$ cat config.mk
export PLATFORM = sky130hd
export DESIGN_NAME = ifu_fetch
export DESIGN_NICKNAME = d
export VERILOG_FILES = /design/src/rtl/ifu_fetch_pkg.sv /design/src/rtl/ifu_fetch_fifo.sv /design/src/rtl/ifu_fetch.sv
export SDC_FILE = /design/constraint.sdc
export NUM_CORES = 1
export LEC_CHECK = 0
export BUFFER_PORTS_ARGS = -buffer_cell sky130_fd_sc_hd__buf_2
export CAP_MARGIN = 20
export CORE_ASPECT_RATIO = 0.75
export CORE_MARGIN = 2
export CORE_UTILIZATION = 50
export DETAILED_ROUTE_END_ITERATION = 6
export PLACE_DENSITY = 0.72
export SYNTH_ARGS = -nofsm -noshare
export SYNTH_HDL_FRONTEND = slang
export SYNTH_HIERARCHICAL = 1
export SYNTH_SLANG_ARGS = --single-unit
$ cat constraint.sdc
create_clock -name clk -period 3.5 [get_ports clk]
set_input_delay 0.7 -clock clk [delete_from_list [all_inputs] [get_ports clk]]
set_output_delay 0.7 -clock clk [all_outputs]
set_load 0.01 [all_outputs]
$ cat src/rtl/ifu_fetch_pkg.sv
// Shared types and constants for the instruction-fetch stage.
// Optional feature macro: IFU_MISALIGN_CHK_EN (see ifu_fetch.sv).
package ifu_fetch_pkg;

   localparam int unsigned INST_W = 32;
   localparam int unsigned ADDR_W = 64;

   typedef logic [INST_W-1:0] inst_t;
   typedef logic [ADDR_W-1:0] inst_addr_t;

   localparam inst_addr_t PC_RESET_DEFAULT = 64'h0000_0000_8000_0000;
   localparam inst_t      ZERO_WORD        = '0;

   // One buffered fetch: instruction word plus the address it came from (96 bits).
   typedef struct packed {
      inst_t      inst;
      inst_addr_t addr;
   } fetch_entry_t;

   localparam int unsigned ENTRY_W = $bits(fetch_entry_t);

   // Clear the byte offset so the PC always points at a whole word.
   function automatic inst_addr_t align_word(input inst_addr_t a);
      return {a[ADDR_W-1:2], 2'b00};
   endfunction

endpackage

$ cat src/rtl/ifu_fetch_fifo.sv
// Synchronous instruction buffer: push/pop/flush, occupancy count and a
// zero-latency head output read straight from the registered storage.
module ifu_fetch_fifo
   import ifu_fetch_pkg::*;
#(
   parameter int unsigned DEPTH = 2,
   parameter int unsigned WIDTH = ENTRY_W,
   localparam int unsigned CNT_W = $clog2(DEPTH + 1),
   localparam int unsigned PTR_W = (DEPTH > 1) ? $clog2(DEPTH) : 1
) (
   input  logic             clk,
   input  logic             rst_n,
   input  logic             i_push,
   input  logic [WIDTH-1:0] i_data,
   input  logic             i_pop,
   input  logic             i_flush,
   output logic [WIDTH-1:0] o_head,
   output logic [CNT_W-1:0] o_count
);

   logic [WIDTH-1:0] r_mem [DEPTH];
   logic [PTR_W-1:0] r_wr_ptr;
   logic [PTR_W-1:0] r_rd_ptr;
   logic [CNT_W-1:0] r_count;

   // Pointers wrap explicitly so non-power-of-two depths also work.
   function automatic logic [PTR_W-1:0] ptr_inc(input logic [PTR_W-1:0] p);
      return (p == PTR_W'(DEPTH - 1)) ? '0 : p + PTR_W'(1);
   endfunction

   // Storage, pointers and count; flush wins over push/pop.
   always_ff @(posedge clk or negedge rst_n) begin
      if (!rst_n) begin
         for (int i = 0; i < int'(DEPTH); i++) r_mem[i] <= '0;
         r_wr_ptr <= '0;
         r_rd_ptr <= '0;
         r_count  <= '0;
      end else if (i_flush) begin
         r_wr_ptr <= '0;
         r_rd_ptr <= '0;
         r_count  <= '0;
      end else begin
         if (i_push) begin
            r_mem[r_wr_ptr] <= i_data;
            r_wr_ptr        <= ptr_inc(r_wr_ptr);
         end
         if (i_pop) r_rd_ptr <= ptr_inc(r_rd_ptr);
         r_count <= r_count + CNT_W'(i_push) - CNT_W'(i_pop);
      end
   end

   assign o_head  = r_mem[r_rd_ptr];
   assign o_count = r_count;

endmodule

$ cat src/rtl/ifu_fetch.sv
// Instruction-fetch stage: PC ownership, credit-limited fetch requests,
// in-order response capture into a small buffer, and redirect handling
// that flushes buffered entries and drops in-flight responses.
// Optional feature macro: IFU_MISALIGN_CHK_EN -- a misaligned redirect target
// halts fetching and raises fetch_misalign_o until an aligned redirect arrives.
// Without it the target's low two bits are cleared on load.
module ifu_fetch
   import ifu_fetch_pkg::*;
#(
   parameter inst_addr_t  RESET_PC   = PC_RESET_DEFAULT,
   parameter int unsigned FIFO_DEPTH = 2
) (
   input  logic              clk,
   input  logic              rst_n,
   output logic              imem_req_valid_o,
   input  logic              imem_req_ready_i,
   output logic [ADDR_W-1:0] imem_req_addr_o,
   input  logic              imem_rsp_valid_i,
   input  logic [INST_W-1:0] imem_rsp_data_i,
   input  logic              jump_flag_i,
   input  logic [ADDR_W-1:0] jump_addr_i,
   output logic              inst_valid_o,
   input  logic              inst_ready_i,
   output logic [INST_W-1:0] inst_o,
   output logic [ADDR_W-1:0] inst_addr_o,
   output logic              fetch_misalign_o
);

   localparam int unsigned CNT_W = $clog2(FIFO_DEPTH + 1);
   localparam logic [CNT_W:0] DEPTH_C = (CNT_W + 1)'(FIFO_DEPTH);

   inst_addr_t       r_pc;
   inst_addr_t       r_rsp_pc;
   logic [CNT_W-1:0] r_outstanding;
   logic [CNT_W-1:0] r_drop_cnt;
   logic             w_halted;

   logic [CNT_W-1:0] w_count;
   logic [CNT_W:0]   w_credit_used;
   logic [CNT_W-1:0] w_rsp_one;
   logic             w_req_valid;
   logic             w_req_fire;
   logic             w_rsp_drop;
   logic             w_push;
   logic             w_pop;
   logic             w_inst_valid;
   inst_addr_t       w_target;
   fetch_entry_t     w_push_entry;
   fetch_entry_t     w_head;

   // Buffered plus in-flight fetches may never exceed the buffer depth, so a
   // response always finds room. Request is held off during reset too.
   assign w_credit_used = {1'b0, w_count} + {1'b0, r_outstanding};
   assign w_req_valid   = rst_n && !jump_flag_i && !w_halted && (w_credit_used < DEPTH_C);
   assign w_req_fire    = w_req_valid && imem_req_ready_i;
   assign w_rsp_one     = CNT_W'(imem_rsp_valid_i);

   // Responses belonging to a redirected-away stream are discarded.
   assign w_rsp_drop = imem_rsp_valid_i && (r_drop_cnt != '0);
   assign w_push     = imem_rsp_valid_i && !w_rsp_drop && !jump_flag_i;

   assign w_inst_valid = (w_count != '0) && !jump_flag_i;
   assign w_pop        = w_inst_valid && inst_ready_i;

`ifdef IFU_MISALIGN_CHK_EN
   logic r_halted;

   assign w_target = jump_addr_i;

   // Misaligned redirect parks the fetcher; the next aligned redirect releases it.
   always_ff @(posedge clk or negedge rst_n) begin
      if (!rst_n)           r_halted <= 1'b0;
      else if (jump_flag_i) r_halted <= (jump_addr_i[1:0] != 2'b00);
   end

   assign w_halted         = r_halted;
   assign fetch_misalign_o = r_halted;
`else
   assign w_target         = align_word(jump_addr_i);
   assign w_halted         = 1'b0;
   assign fetch_misalign_o = 1'b0;
`endif

   // Request PC and the address tag for the next accepted response.
   always_ff @(posedge clk or negedge rst_n) begin
      if (!rst_n) begin
         r_pc     <= RESET_PC;
         r_rsp_pc <= RESET_PC;
      end else if (jump_flag_i) begin
         r_pc     <= w_target;
         r_rsp_pc <= w_target;
      end else begin
         if (w_req_fire) r_pc <= r_pc + 64'd4;
         if (w_push)     r_rsp_pc <= r_rsp_pc + 64'd4;
      end
   end

   // In-flight tracking; a redirect marks everything still outstanding as stale,
   // and a response arriving in the redirect cycle is itself old-stream.
   always_ff @(posedge clk or negedge rst_n) begin
      if (!rst_n) begin
         r_outstanding <= '0;
         r_drop_cnt    <= '0;
      end else if (jump_flag_i) begin
         r_outstanding <= r_outstanding - w_rsp_one;
         r_drop_cnt    <= r_outstanding - w_rsp_one;
      end else begin
         r_outstanding <= r_outstanding + CNT_W'(w_req_fire) - w_rsp_one;
         if (w_rsp_drop) r_drop_cnt <= r_drop_cnt - CNT_W'(1);
      end
   end

   assign w_push_entry = '{inst: imem_rsp_data_i, addr: r_rsp_pc};

   ifu_fetch_fifo #(
      .DEPTH (FIFO_DEPTH),
      .WIDTH (ENTRY_W)
   ) u_fifo (
      .clk     (clk),
      .rst_n   (rst_n),
      .i_push  (w_push),
      .i_data  (w_push_entry),
      .i_pop   (w_pop),
      .i_flush (jump_flag_i),
      .o_head  (w_head),
      .o_count (w_count)
   );

   assign imem_req_valid_o = w_req_valid;
   assign imem_req_addr_o  = r_pc;
   assign inst_valid_o     = w_inst_valid;
   assign inst_o           = w_head.inst;
   assign inst_addr_o      = w_head.addr;

endmodule

# Word-level counts from Yosys, hierarchy flattened
# Cells that the tools add are included.
# totals
reg_bits,328
in_bits,102
output_inout_bits,163
wordCells,65
# classes
n_addsub,11
n_lt_le_gt_ge,4
n_mux,20
bitwise_logic,3
reduce_logical,18
# op_table
op,n
$mux W96,4
$mux W64,4
$bwmux W192,1
$add A64 B3 Y64 const B,2
$demux W96 S1,1
$reduce_bool A2 Y1,6
$logic_and A1 B1 Y1,9
$mux W2,4
$mux W1,6
$sub A2 B1 Y2,3
$add A2 B1 Y2,2
$ge A2 B2 Y1 const B,2
$not A1 Y2,2
$add A2 B2 Y3,1
$lt A3 B2 Y1 const B,1
$add A1 B1 Y1 const B,2
$logic_not A1 Y1,2
$lt A2 B1 Y1 const B,1
$reduce_and A2 Y1,1
$sub A2 B1 Y2 const B,1
$not A1 Y1,1

# Depth between registers and ports, before layout
# Gate-level depths: netlist (run 1).
# logic_depth
word_depth,8
depth_mapped,14

# By module
# Netlist (run 1), hierarchy kept.
# modules_own_cells
mod,instances,cells_per_inst,area_each_um2,seq_area_each_um2
ifu_fetch_fifo,1,528,8430.6,4904.7
ifu_fetch,1,869,7658.6,3205.6

# Least setup slack after synthesis (run 1)
# Ideal clock, no wire load.
# synth_path
path_type,reg-to-reg
startpoint,"reg u_fifo.r_count[0], in the netlist u_fifo/o_count[0]"
endpoint,reg r_outstanding[1]
arrival_ps,3000
setup_slack_ps,421
path_stages_with_launch,15
synth_period_minus_slack_ps,3079
path_cell_list,dfrtp_1 -> and2_1 -> fa_1 -> nor4b_4 -> and2_1 -> buf_4 -> inv_2 -> clkbuf_8 -> clkbuf_1 -> ha_1 -> inv_1 -> ha_1 -> xnor2_1 -> o21ai_0 -> xor2_1
# synth_between
elab_chain_len,7
# synth_lines
item,line,text
"start, declared",ifu_fetch_fifo.sv:24,logic [CNT_W-1:0] r_count;
"start signal, assigned",ifu_fetch_fifo.sv:48,r_count <= r_count + CNT_W'(i_push) - CNT_W'(i_pop);
$add A2 B2 Y3,ifu_fetch.sv:53,"assign w_credit_used = {1'b0, w_count} + {1'b0, r_outstanding};"
$lt A3 B2 Y1,ifu_fetch.sv:54,assign w_req_valid = rst_n && !jump_flag_i && !w_halted && (w_credit_used < DEPTH_C);
$logic_and A1 B1 Y1,ifu_fetch.sv:54,
net imem_req_valid_o,ifu_fetch.sv:15,"output logic imem_req_valid_o,"
$logic_and A1 B1 Y1,ifu_fetch.sv:55,assign w_req_fire = w_req_valid && imem_req_ready_i;
$add A2 B1 Y2,ifu_fetch.sv:108,r_outstanding <= r_outstanding + CNT_W'(w_req_fire) - w_rsp_one;
$sub A2 B1 Y2,ifu_fetch.sv:108,
$mux W2,ifu_fetch.sv:104,end else if (jump_flag_i) begin
"end signal, assigned",ifu_fetch.sv:105,r_outstanding <= r_outstanding - w_rsp_one;
"end signal, assigned",ifu_fetch.sv:108,
"end, declared",ifu_fetch.sv:34,logic [CNT_W-1:0] r_outstanding;
# The timed path passes the listed nets, and every way through them passes these cells.
# A chain may end at the register's enable or synchronous reset.

# Worst setup path in the final report (run 1)
# layout_path
startpoint,"reg u_fifo.r_count[0], in the netlist u_fifo/o_count[0]"
endpoint,"reg r_pc[19], in the netlist imem_req_addr_o[19]"
# layout_between
elab_chain_len,5
# layout_lines
item,line,text
$add A2 B2 Y3,ifu_fetch.sv:53,
$lt A3 B2 Y1,ifu_fetch.sv:54,
$logic_and A1 B1 Y1,ifu_fetch.sv:54,
$logic_and A1 B1 Y1,ifu_fetch.sv:55,
$reduce_bool A2 Y1 (no line),n/a,
"end signal, assigned",ifu_fetch.sv:90,r_pc <= w_target;
"end signal, assigned",ifu_fetch.sv:93,if (w_req_fire) r_pc <= r_pc + 64'd4;
"end, declared",ifu_fetch.sv:32,inst_addr_t r_pc;
# Every way passes these cells.

==> flow_metrics.py, run 1 <==
metrics = {
    "worst_setup_path": {
        "critical_path.most_common_cell": "and2_1",
        "critPathKind": "flop to flop",
        "required_ps": 3900,
        "slowest_delay_ps": 470,
        "cpMaxStageDelayCell": "fa_1",
        "critPathLaunchType": "flop",
        "cp_cell_sequence": "and2_1 -> fa_1 -> nor4b_4 -> and2_1 -> inv_2 -> buf_12 -> nand2_1 -> o21ai_0 -> a222oi_1 -> inv_1",
        "crit_path_end_kind": "flop",
        "crit_fanout": 54,
        "cp.arrival_ps": 3380,
    },
    "timing": {
        "grt_setup_unrepaired": "no",
        "maxSlewViolCount": 0,
        "relSlewSlack_pct": 38.4,
        "fin_skew_ps": 11.3,
        "setup-tns-final_ps": 0,
        "period_needed_ps": 2980,
        "finalCritPeriodShare_pct": 85.0,
        "hold_viol_final": 0,
        "finalSetupViolCount": 0,
        "hold_slack_ps": 421,
        "fin_ws_ps": 524,
        "fmax_mhz": 336,
        "tightest_slew_ps": 925,
    },
    "clocking": {
        "tritoncts": "done",
        "htreeDepth": 2,
        "clk_latency_ps": 520,
        "cts_setup_buffers": 0,
        "clkTransAtPathRegs_ps": 60,
        "cts_buffers": 35,
        "cts_root_buf": "clkbuf_16",
        "cts_sinks": 324,
        "clk_path_buf_depth": 3,
    },
    "global_routing": {
        "grt_overflow": 0,
        "antenna_found_initial": 2,
        "first_global_vias": 12000,
        "grt_first_pass_wirelength_um": 68000,
        "grt_max_degree": 73,
        "grt_util_all_layers_pct": 25.5,
    },
    "pwr": {
        "vdd_ir_drop_max_mv": 0.394,
        "power.density_nw_per_um2": 653,
        "power.leakage_nw": 8.79,
    },
    "synth": {
        "synth_area_um2": 16100,
        "avgSynthCellArea_um2": 11.5,
        "async_flop_share_pct": 100,
        "ys_seq_elements": 324,
        "yosysWarningCount": 6,
        "synth_cell_types": 71,
        "synth_edf_count": 0,
        "ys_seq_area_share_pct": 50.4,
        "synthCells": 1397,
        "synth_ff_type": "dfrtp_1",
    },
    "routing": {
        "antenna_left": 0,
        "vias": 12100,
        "routed_via_density": 5.82,
        "drt-pass1-iter-count": 7,
        "wl_um": 43000,
        "wl_per_cell_um": 20.6,
        "drtIter0Drc": 1041,
        "drc": 0,
    },
    "final_layout": {
        "drive_gt1_share_pct": 40.0,
        "multi_input_area_um2": 7510,
        "fillers": 2552,
        "final_nets": 1763,
        "area_delta_synth_final_pct": 17.9,
        "finalNonFillerCells": 2085,
        "post-route-util_pct": 60.3,
        "regArea_um2": 8110,
    },
    "status": {
        "outcome": "complete, no violations",
    },
    "placement": {
        "dp_cells": 2020,
        "dp_slack_ps": 581,
        "numPortBuffers": 259,
        "routabilityCongestion": 0.887,
        "hpwl_um": 30900,
    },
    "die": {
        "pin_count": 265,
        "core_area_um2": 31500,
        "dieHeight_um": 159,
        "dieArea_um2": 33600,
        "fp-row-count": 56,
        "initial_core_util_pct": 51.1,
        "fp.dieW_um": 211,
    },
    "worst_hold_path": {
        "holdCritPathClass": "primary input to flop",
    },
    "flow_run": {
        "drv_cap": 0,
    },
}
==> path summary, 6_finish.rpt <==
check                           slack, ps               from  cells after the start                  end
worst min register to register        500   u_fifo/r_mem[57]                      1     u_fifo/r_mem[57]
min in group asynchronous             610              rst_n                      2         r_rsp_pc[49]
worst max register to register        520  u_fifo/o_count[0]                     10  imem_req_addr_o[19]
worst min-delay path                  420    jump_addr_i[55]                      3  imem_req_addr_o[55]
worst max-delay path                  520  u_fifo/o_count[0]                     10  imem_req_addr_o[19]
max in group asynchronous            1050              rst_n                      4     u_fifo/r_mem[67]
==> through the flow <==
stage | instance area [µm²] | power [mW]
final | 19000 | 12.4
after global routing | 19000 | 13.0
after CTS | 19000 | 12.5
after detailed placement | 17800 | 8.78
after global placement | 17800 | 8.63
after floorplan | 16100 | 7.43
==> worst max-delay path: cells and delay by family (launching register included) <==
kind / cells / cell delay [ps]
adder cells (fa/ha/maj): 1 / 470
AND/OR/NAND/NOR: 4 / 1130
flip-flops: 1 / 380
buffers and inverters: 3 / 370
AO/OA/AOI/OAI: 2 / 480
==> per-layer routing <==
metal | track usage [%] | routed length [µm] | part of all wire, % | up-vias
met2 | 38.4 | 19300 | 45 | 414
met1 | 36.7 | 19400 | 45 | 6079
met3 | 5.96 | 3210 | 7.5 | 66
met5 | 0 | 0 | 0 | -
met4 | 7.97 | 1150 | 2.7 | 0
li1 | - | - | - | 5583
==> placed cells by master, fill, tap and decap left out, types with 5 or more instances in the layout <==
cell	n
inv_1	23
buf_12	6
o311ai_1	14
clkbuf_1	7
or4_1	5
ha_1	8
or3_1	5
nand4_1	33
o21ai_0	81
buf_4	23
o21ai_1	16
and3_1	25
o211ai_1	24
nor4_4	5
nand3_1	72
nor2_1	50
and2_1	10
conb_1	7
nor4_1	8
xor2_1	31
mux2_2	294
buf_2	257
clkinv_2	7
dfrtp_1	321
a31oi_1	13
xnor2_1	38
nor3_1	19
nand2_1	126
clkbuf_16	37
o311ai_0	8
and4_1	13
clkbuf_8	8
nor4_2	5
a21oi_1	13
==> cell type report <==
class	count	area share (%)
Sequential cell	324	42.8
Multi-Input combinational cell	978	39.6
Timing Repair Buffer	288	8.45
Clock buffer	52	5.60
Tap cell	406	2.68
Inverter	25	0.495
Clock inverter	10	0.429
Antenna cell	2	0.0264
==> flip-flops by register name, summed over array words and instances, names as in the netlist <==
name	flops
imem_req_addr_o	62
r_drop_cnt	2
r_outstanding	2
r_rsp_pc	62
u_fifo/o_count	2
u_fifo/r_mem	192
u_fifo/r_rd_ptr	1
u_fifo/r_wr_ptr	1
==> cell usage after synthesis (14+ instances only) <==
cell type	instances	area, µm²
o211ai_1	24	180
nand3_1	72	360
nor2_1	51	191
xnor2_1	38	333
buf_4	14	105
and3_1	25	156
inv_1	23	86.3
nand4_1	33	206
xor2_1	31	272
buf_2	22	110
nand2_1	126	473
nor3_1	19	95.1
mux2_2	294	3310
clkbuf_1	26	97.6
o311ai_1	14	123
o21ai_1	16	80.1
o21ai_0	81	405
dfrtp_1	322	8060
==> where the power goes <==
part	leakage, nW	internal [mW]	switching, mW
sequential	4.12	4.69	0.653
combinational	4.10	1.80	1.57
clock	0.568	2.18	1.50
==> cell families (layout without fill, tap and decap cells) <==
family | count (synthesis) | count (layout) | share of synthesized area [%]
xor+xnor | 70 | 70 | 3.90
buf+inv | 101 | 375 | 3.13
fa+ha+maj | 9 | 9 | 0.747
flops | 324 | 324 | 50.4
simple gates | 407 | 407 | 13.8
other cells | 1 | 9 | 0.0233
mux | 295 | 295 | 20.6
compound gates | 190 | 190 | 7.35
==> repair_timing <==
action / CTS / global route
gates resized for setup: 0 / 0
hold endpoints to repair: 16 / 0
endpoints found under the setup margin: 0 / 0
hold buffers: 1 / 0
Note: power is estimated with default switching activity, not from simulation.
==> run 2: changes to the inputs <==
--- a/config.mk
+++ b/config.mk
@@ -5,13 +5,15 @@
 export SDC_FILE = /design/constraint.sdc
 export NUM_CORES = 1
 export LEC_CHECK = 0
+export ABC_AREA = 1
 export BUFFER_PORTS_ARGS = -buffer_cell sky130_fd_sc_hd__buf_2
 export CAP_MARGIN = 20
 export CORE_ASPECT_RATIO = 0.75
 export CORE_MARGIN = 2
 export CORE_UTILIZATION = 50
 export DETAILED_ROUTE_END_ITERATION = 6
-export PLACE_DENSITY = 0.72
+export GPL_TIMING_DRIVEN = 0
+export PLACE_DENSITY = 0.71
 export SYNTH_ARGS = -nofsm -noshare
 export SYNTH_HDL_FRONTEND = slang
 export SYNTH_HIERARCHICAL = 1
==> flow_metrics.py, run 2 <==
metrics = {
    "global_routing": {
        "antenna_found_initial": 2,
        "first_global_vias": 16400,
        "grt_overflow": 0,
        "grt_first_pass_wirelength_um": 97700,
        "grt_max_degree": 120,
        "grt_util_all_layers_pct": 33.7,
    },
    "die": {
        "initial_core_util_pct": 50.3,
        "dieArea_um2": 38600,
        "dieHeight_um": 171,
        "fp.dieW_um": 226,
        "fp-row-count": 61,
        "pin_count": 265,
        "core_area_um2": 36800,
    },
    "synth": {
        "synth_top_area_share_pct": 43.5,
        "synth_common_cells": "nand2_1 (693), dfrtp_1 (322), inv_1 (293), nor2_1 (179), nand3_1 (143)",
        "synth_ff_type": "dfrtp_1",
        "yosysWarningCount": 6,
        "synth.most_common_cell": "nand2_1",
        "synth_area_um2": 18500,
        "synth_edf_count": 0,
        "async_flop_share_pct": 100,
        "synth_cell_types": 47,
        "synth.largest_area_cell": "dfrtp_1",
        "ys_seq_area_share_pct": 43.8,
        "synthCells": 2342,
        "avgSynthCellArea_um2": 7.91,
        "synth.area.top_cells": "dfrtp_1 (44%), nand2_1 (14%), inv_1 (5.9%), mux2_2 (4.7%), nand3_1 (3.9%)",
        "ys_seq_elements": 324,
    },
    "clocking": {
        "clkTransAtPathRegs_ps": 70,
        "cts-resized-gates": 0,
        "htreeDepth": 2,
        "cts_buffers": 36,
        "cts_hold_buf": 0,
        "clk_path_buf_depth": 3,
        "clk_latency_ps": 540,
        "cts_root_buf": "clkbuf_16",
        "cts_setup_buffers": 0,
        "tritoncts": "done",
        "cts_sinks": 324,
    },
    "worst_setup_path": {
        "r2r-start": "r_drop_cnt[0]",
        "critPathKind": "primary input to output pin",
        "r2r_slack_ps": 410,
        "required_ps": 2800,
        "rr_endpoint": "u_fifo/r_mem[8]",
        "crit_path_end_kind": "output pin",
        "worstRegToRegCells": 10,
        "critPathLaunchType": "primary input",
        "cp.arrival_ps": 2670,
        "crit_fanout": 10,
    },
    "routing": {
        "drc": 0,
        "wl_per_cell_um": 20.6,
        "routed_via_density": 5.51,
        "wl_um": 65400,
        "antenna_left": 0,
        "drtIter0Drc": 1756,
        "drt-pass1-iter-count": 6,
        "vias": 17500,
    },
    "timing": {
        "finalSetupViolCount": 0,
        "hold_viol_final": 0,
        "fin_ws_ps": 127,
        "setup-tns-final_ps": 0,
        "hold_slack_ps": 222,
        "finalCritPeriodShare_pct": 96.4,
        "period_needed_ps": 3370,
        "maxSlewViolCount": 0,
        "fmax_mhz": 296,
        "grt_setup_unrepaired": "no",
        "tightest_slew_ps": 1020,
        "relSlewSlack_pct": 32.0,
        "fin_skew_ps": 23.5,
    },
    "pwr": {
        "p_int_mw": 9.12,
        "pwr-share-seq_pct": 40.8,
        "power.leakage_nw": 10.8,
        "power.density_nw_per_um2": 658,
        "p_sw_share_pct": 36.2,
        "p_comb_share_pct": 31.4,
        "p_sw_mw": 5.18,
        "vdd_ir_drop_max_mv": 0.506,
        "p_clk_share_pct": 27.8,
    },
    "final_layout": {
        "final_cell_mix": "nand2_1 (693), dfrtp_1 (322), inv_1 (293)",
        "final_common_cell": "nand2_1",
        "largest-register": "u_fifo/r_mem",
        "final_nets": 2756,
        "design_area_um2": 21700,
        "area_delta_synth_final_pct": 17.4,
        "largest_register_ffs": 192,
        "drive_gt1_share_pct": 22.9,
        "fillers": 3427,
    },
    "placement": {
        "hpwl_um": 50200,
        "routabilityCongestion": 0.995,
        "dp_slack_ps": -214,
        "placed_area_um2": 20500,
        "numPortBuffers": 259,
    },
    "status": {
        "outcome": "complete, no violations",
    },
    "worst_hold_path": {
        "holdCritPathClass": "primary input to async pin",
    },
    "flow_run": {
        "drv_cap": 0,
    },
}
-- run 2: worst max-delay path by stage --
stage	slack [ps]	from	endpoint	cells past startpoint
after global placement	-4840	rst_n	r_outstanding[1]	11
after global routing	10	rst_n	r_outstanding[1]	12
after detailed placement	-210	rst_n	r_outstanding[1]	12
after floorplan	1080	r_outstanding[1]	r_outstanding[1]	12
final	130	jump_flag_i	inst_valid_o	6
after CTS	260	jump_flag_i	inst_valid_o	6
-- run 2: power groups by stage --
stage | sequential [mW] | combinational [mW] | clock (mW)
2_1_floorplan | 5.59 | 2.89 | 0
4_1_cts | 5.81 | 4.50 | 4.02
3_5_place_dp | 5.86 | 4.46 | 0
6_report | 5.84 | 4.50 | 3.97
5_1_grt | 5.97 | 4.98 | 4.17
3_3_place_gp | 5.80 | 4.34 | 0
-- run 2: per-layer routing --
| layer | global-route usage, % | wire, µm | vias to the layer above |
|---|---|---|---|
| li1 | - | - | 8101 |
| met1 | 49.8 | 29300 | 8490 |
| met2 | 47.8 | 27500 | 808 |
| met3 | 10.5 | 7210 | 108 |
| met4 | 8.41 | 1400 | 0 |
| met5 | 0 | 0 | - |
-- run 2: logic make-up (layout without fill, tap and decap cells) --
family / Yosys count / count (layout) / synth area share (%)
AND/OR/NAND/NOR: 1144 / 1144 / 26.4
buffers and inverters: 389 / 715 / 9.34
flip-flops: 324 / 324 / 43.8
AO/OA/AOI/OAI: 323 / 323 / 11.0
multiplexers: 96 / 96 / 6.20
XOR/XNOR: 56 / 56 / 2.65
adder cells (fa/ha/maj): 9 / 9 / 0.649
other: 1 / 6 / 0.0203
-- run 2: cell type report --
| class | instances | area, µm² | share of cell area, % |
|---|---|---|---|
| antenna | 1 | 2.50 | 0.0115 |
| buffer | 88 | 599 | 2.76 |
| clock buffer | 50 | 1020 | 4.71 |
| clock inverter | 15 | 194 | 0.892 |
| inverter | 301 | 1130 | 5.20 |
| multi-input combinational | 1633 | 8690 | 40.0 |
| sequential | 324 | 8110 | 37.3 |
| tap | 504 | 631 | 2.90 |
| timing repair buffer | 261 | 1360 | 6.26 |
-- run 2: through the flow --
stage | utilization (%) | instances | power (mW)
after floorplan | - | 2346 | 8.48
after global placement | 55.6 | 3109 | 10.1
after detailed placement | 55.8 | 3111 | 10.3
after CTS | 59.1 | 3176 | 14.3
after global routing | 59.1 | 3177 | 15.1
final | 59.1 | 3177 | 14.3
-- run 2: worst max-delay path: stages --
cell and delay (ps):
buf_2 120, buf_4 210, clkbuf_1 600, clkbuf_1 650, nor2_1 180, buf_2 190
==> run 3: changes to the inputs <==
--- a/config.mk
+++ b/config.mk
@@ -11,6 +11,7 @@
 export CORE_ASPECT_RATIO = 0.75
 export CORE_MARGIN = 2
 export CORE_UTILIZATION = 50
+export CTS_BUF_LIST = sky130_fd_sc_hd__clkbuf_16
 export DETAILED_ROUTE_END_ITERATION = 6
 export GPL_TIMING_DRIVEN = 0
 export PLACE_DENSITY = 0.71
==> flow_metrics.py, run 3 (same netlist as run 2, synthesis figures left out) <==
metrics = {
    "status": {
        "outcome": "complete, no violations",
    },
    "pwr": {
        "total_power_mw": 14.1,
        "power.density_nw_per_um2": 652,
        "power.leakage_nw": 10.8,
        "vdd_ir_drop_max_mv": 0.434,
    },
    "routing": {
        "wl_per_cell_um": 20.6,
        "drc": 0,
        "drt-pass1-iter-count": 6,
        "drtIter0Drc": 1746,
        "vias": 17500,
        "antenna_left": 0,
        "routed_via_density": 5.50,
        "wl_um": 65400,
    },
    "die": {
        "dieHeight_um": 171,
        "core_area_um2": 36800,
        "pin_count": 265,
        "dieArea_um2": 38600,
        "initial_core_util_pct": 50.3,
        "fp.dieW_um": 226,
        "fp-row-count": 61,
    },
    "timing": {
        "hold_viol_final": 0,
        "grt_setup_unrepaired": "no",
        "tightest_slew_ps": 1020,
        "period_needed_ps": 3300,
        "fmax_mhz": 303,
        "finalSetupViolCount": 0,
        "relSlewSlack_pct": 31.8,
        "fin_ws_ps": 197,
        "fin_skew_ps": 21.3,
        "finalCritPeriodShare_pct": 94.4,
        "maxSlewViolCount": 0,
    },
    "worst_setup_path": {
        "crit_fanout": 10,
        "r2r-start": "r_drop_cnt[0]",
        "endpoint": "inst_valid_o",
        "required_ps": 2800,
        "critPathLaunchType": "primary input",
        "cp.arrival_ps": 2600,
        "crit_path_end_kind": "output pin",
        "startpoint": "jump_flag_i",
        "r2r_slack_ps": 400,
        "cpMaxStageDelayCell": "clkbuf_1",
        "worstRegToRegCells": 10,
        "slowest_delay_ps": 620,
        "critPathKind": "primary input to output pin",
        "rr_endpoint": "u_fifo/r_mem[93]",
        "cp_cell_sequence": "buf_2 -> buf_4 -> clkbuf_1 -> clkbuf_1 -> nor2_1 -> buf_2",
    },
    "clocking": {
        "clkTransAtPathRegs_ps": 60,
        "cts_sinks": 324,
        "clk_latency_ps": 540,
        "tritoncts": "done",
        "clk_path_buf_depth": 3,
        "cts_root_buf": "clkbuf_16",
        "cts-resized-gates": 0,
        "htreeDepth": 2,
        "cts_hold_buf": 0,
        "cts_setup_buffers": 0,
        "cts_buffers": 36,
    },
    "global_routing": {
        "grt_first_pass_wirelength_um": 97600,
        "grt_util_all_layers_pct": 33.7,
        "grt_max_degree": 120,
        "grt_overflow": 0,
        "first_global_vias": 16300,
        "antenna_found_initial": 2,
    },
    "final_layout": {
        "final_nets": 2756,
        "design_area_um2": 21700,
        "final_cell_mix": "nand2_1 (693), dfrtp_1 (322), inv_1 (300)",
        "drive_gt1_share_pct": 22.6,
        "fillers": 3435,
        "largest_register_ffs": 192,
        "regArea_um2": 8110,
        "final_common_cell": "nand2_1",
        "multi_input_area_um2": 8690,
        "area_delta_synth_final_pct": 17.0,
        "largest-register": "u_fifo/r_mem",
    },
    "worst_hold_path": {
        "holdCritPathClass": "primary input to async pin",
    },
    "placement": {
        "hpwl_um": 50200,
        "placed_area_um2": 20500,
        "dp_slack_ps": -214,
        "numPortBuffers": 259,
        "routabilityCongestion": 0.995,
    },
    "flow_run": {
        "drv_cap": 0,
    },
}
run 3: cell types whose count changed in the layout (fill, tap and decap cells not counted):
cell,before,now
clkbuf_1,30,23
clkbuf_8,7,0
clkinv_1,1,8
inv_1,293,300
run 3: metrics by stage:
| stage | util [%] | std cells | setup TNS (ps) | hold slack [ps] |
|---|---|---|---|---|
| 2_1_floorplan | - | 2346 | 0 | 404 |
| 3_3_place_gp | 55.6 | 3109 | -1757700 | 458 |
| 5_1_grt | 58.9 | 3177 | 0 | 285 |
| 3_5_place_dp | 55.8 | 3111 | -259 | 463 |
| 6_report | 58.9 | 3177 | 0 | 220 |
| 4_1_cts | 58.9 | 3176 | 0 | 240 |
run 3: layer usage:
layer  routed length [µm]  global-route usage, %
met1                29400                   49.8
met2                27400                   47.7
met3                 7220                   10.5
met4                 1380                   8.32
met5                    0                      0
run 3: how the worst min path moves through the flow:
stage,start,end,depth (start not counted)
2_1_floorplan,rst_n,imem_req_addr_o[10],0
3_3_place_gp,u_fifo/r_mem[56],u_fifo/r_mem[56],2
5_1_grt,rst_n,imem_req_addr_o[9],1
4_1_cts,rst_n,u_fifo/r_mem[108],1
3_5_place_dp,u_fifo/r_mem[3],u_fifo/r_mem[3],2
6_report,rst_n,imem_req_addr_o[6],1
run 3: final cells by class:
cell class	instances	share of cell area (%)
Timing Repair Buffer	261	6.28
Inverter	301	5.21
Multi-Input combinational cell	1633	40.1
Tap cell	504	2.91
Sequential cell	324	37.4
Clock buffer	36	4.16
Buffer	88	2.77
Clock inverter	29	1.14
Antenna cell	1	0.0115
run 3: where the power goes:
part	total, mW	switching [mW]	internal [mW]
clock network	3.80	1.62	2.18
registers	5.84	0.976	4.86
logic	4.50	2.59	1.91
run 3: worst max-delay path, delay by kind of cell:
kind                   cells  cell delay [ps]
buffers and inverters      5             1710
and+or+nand+nor            1              180
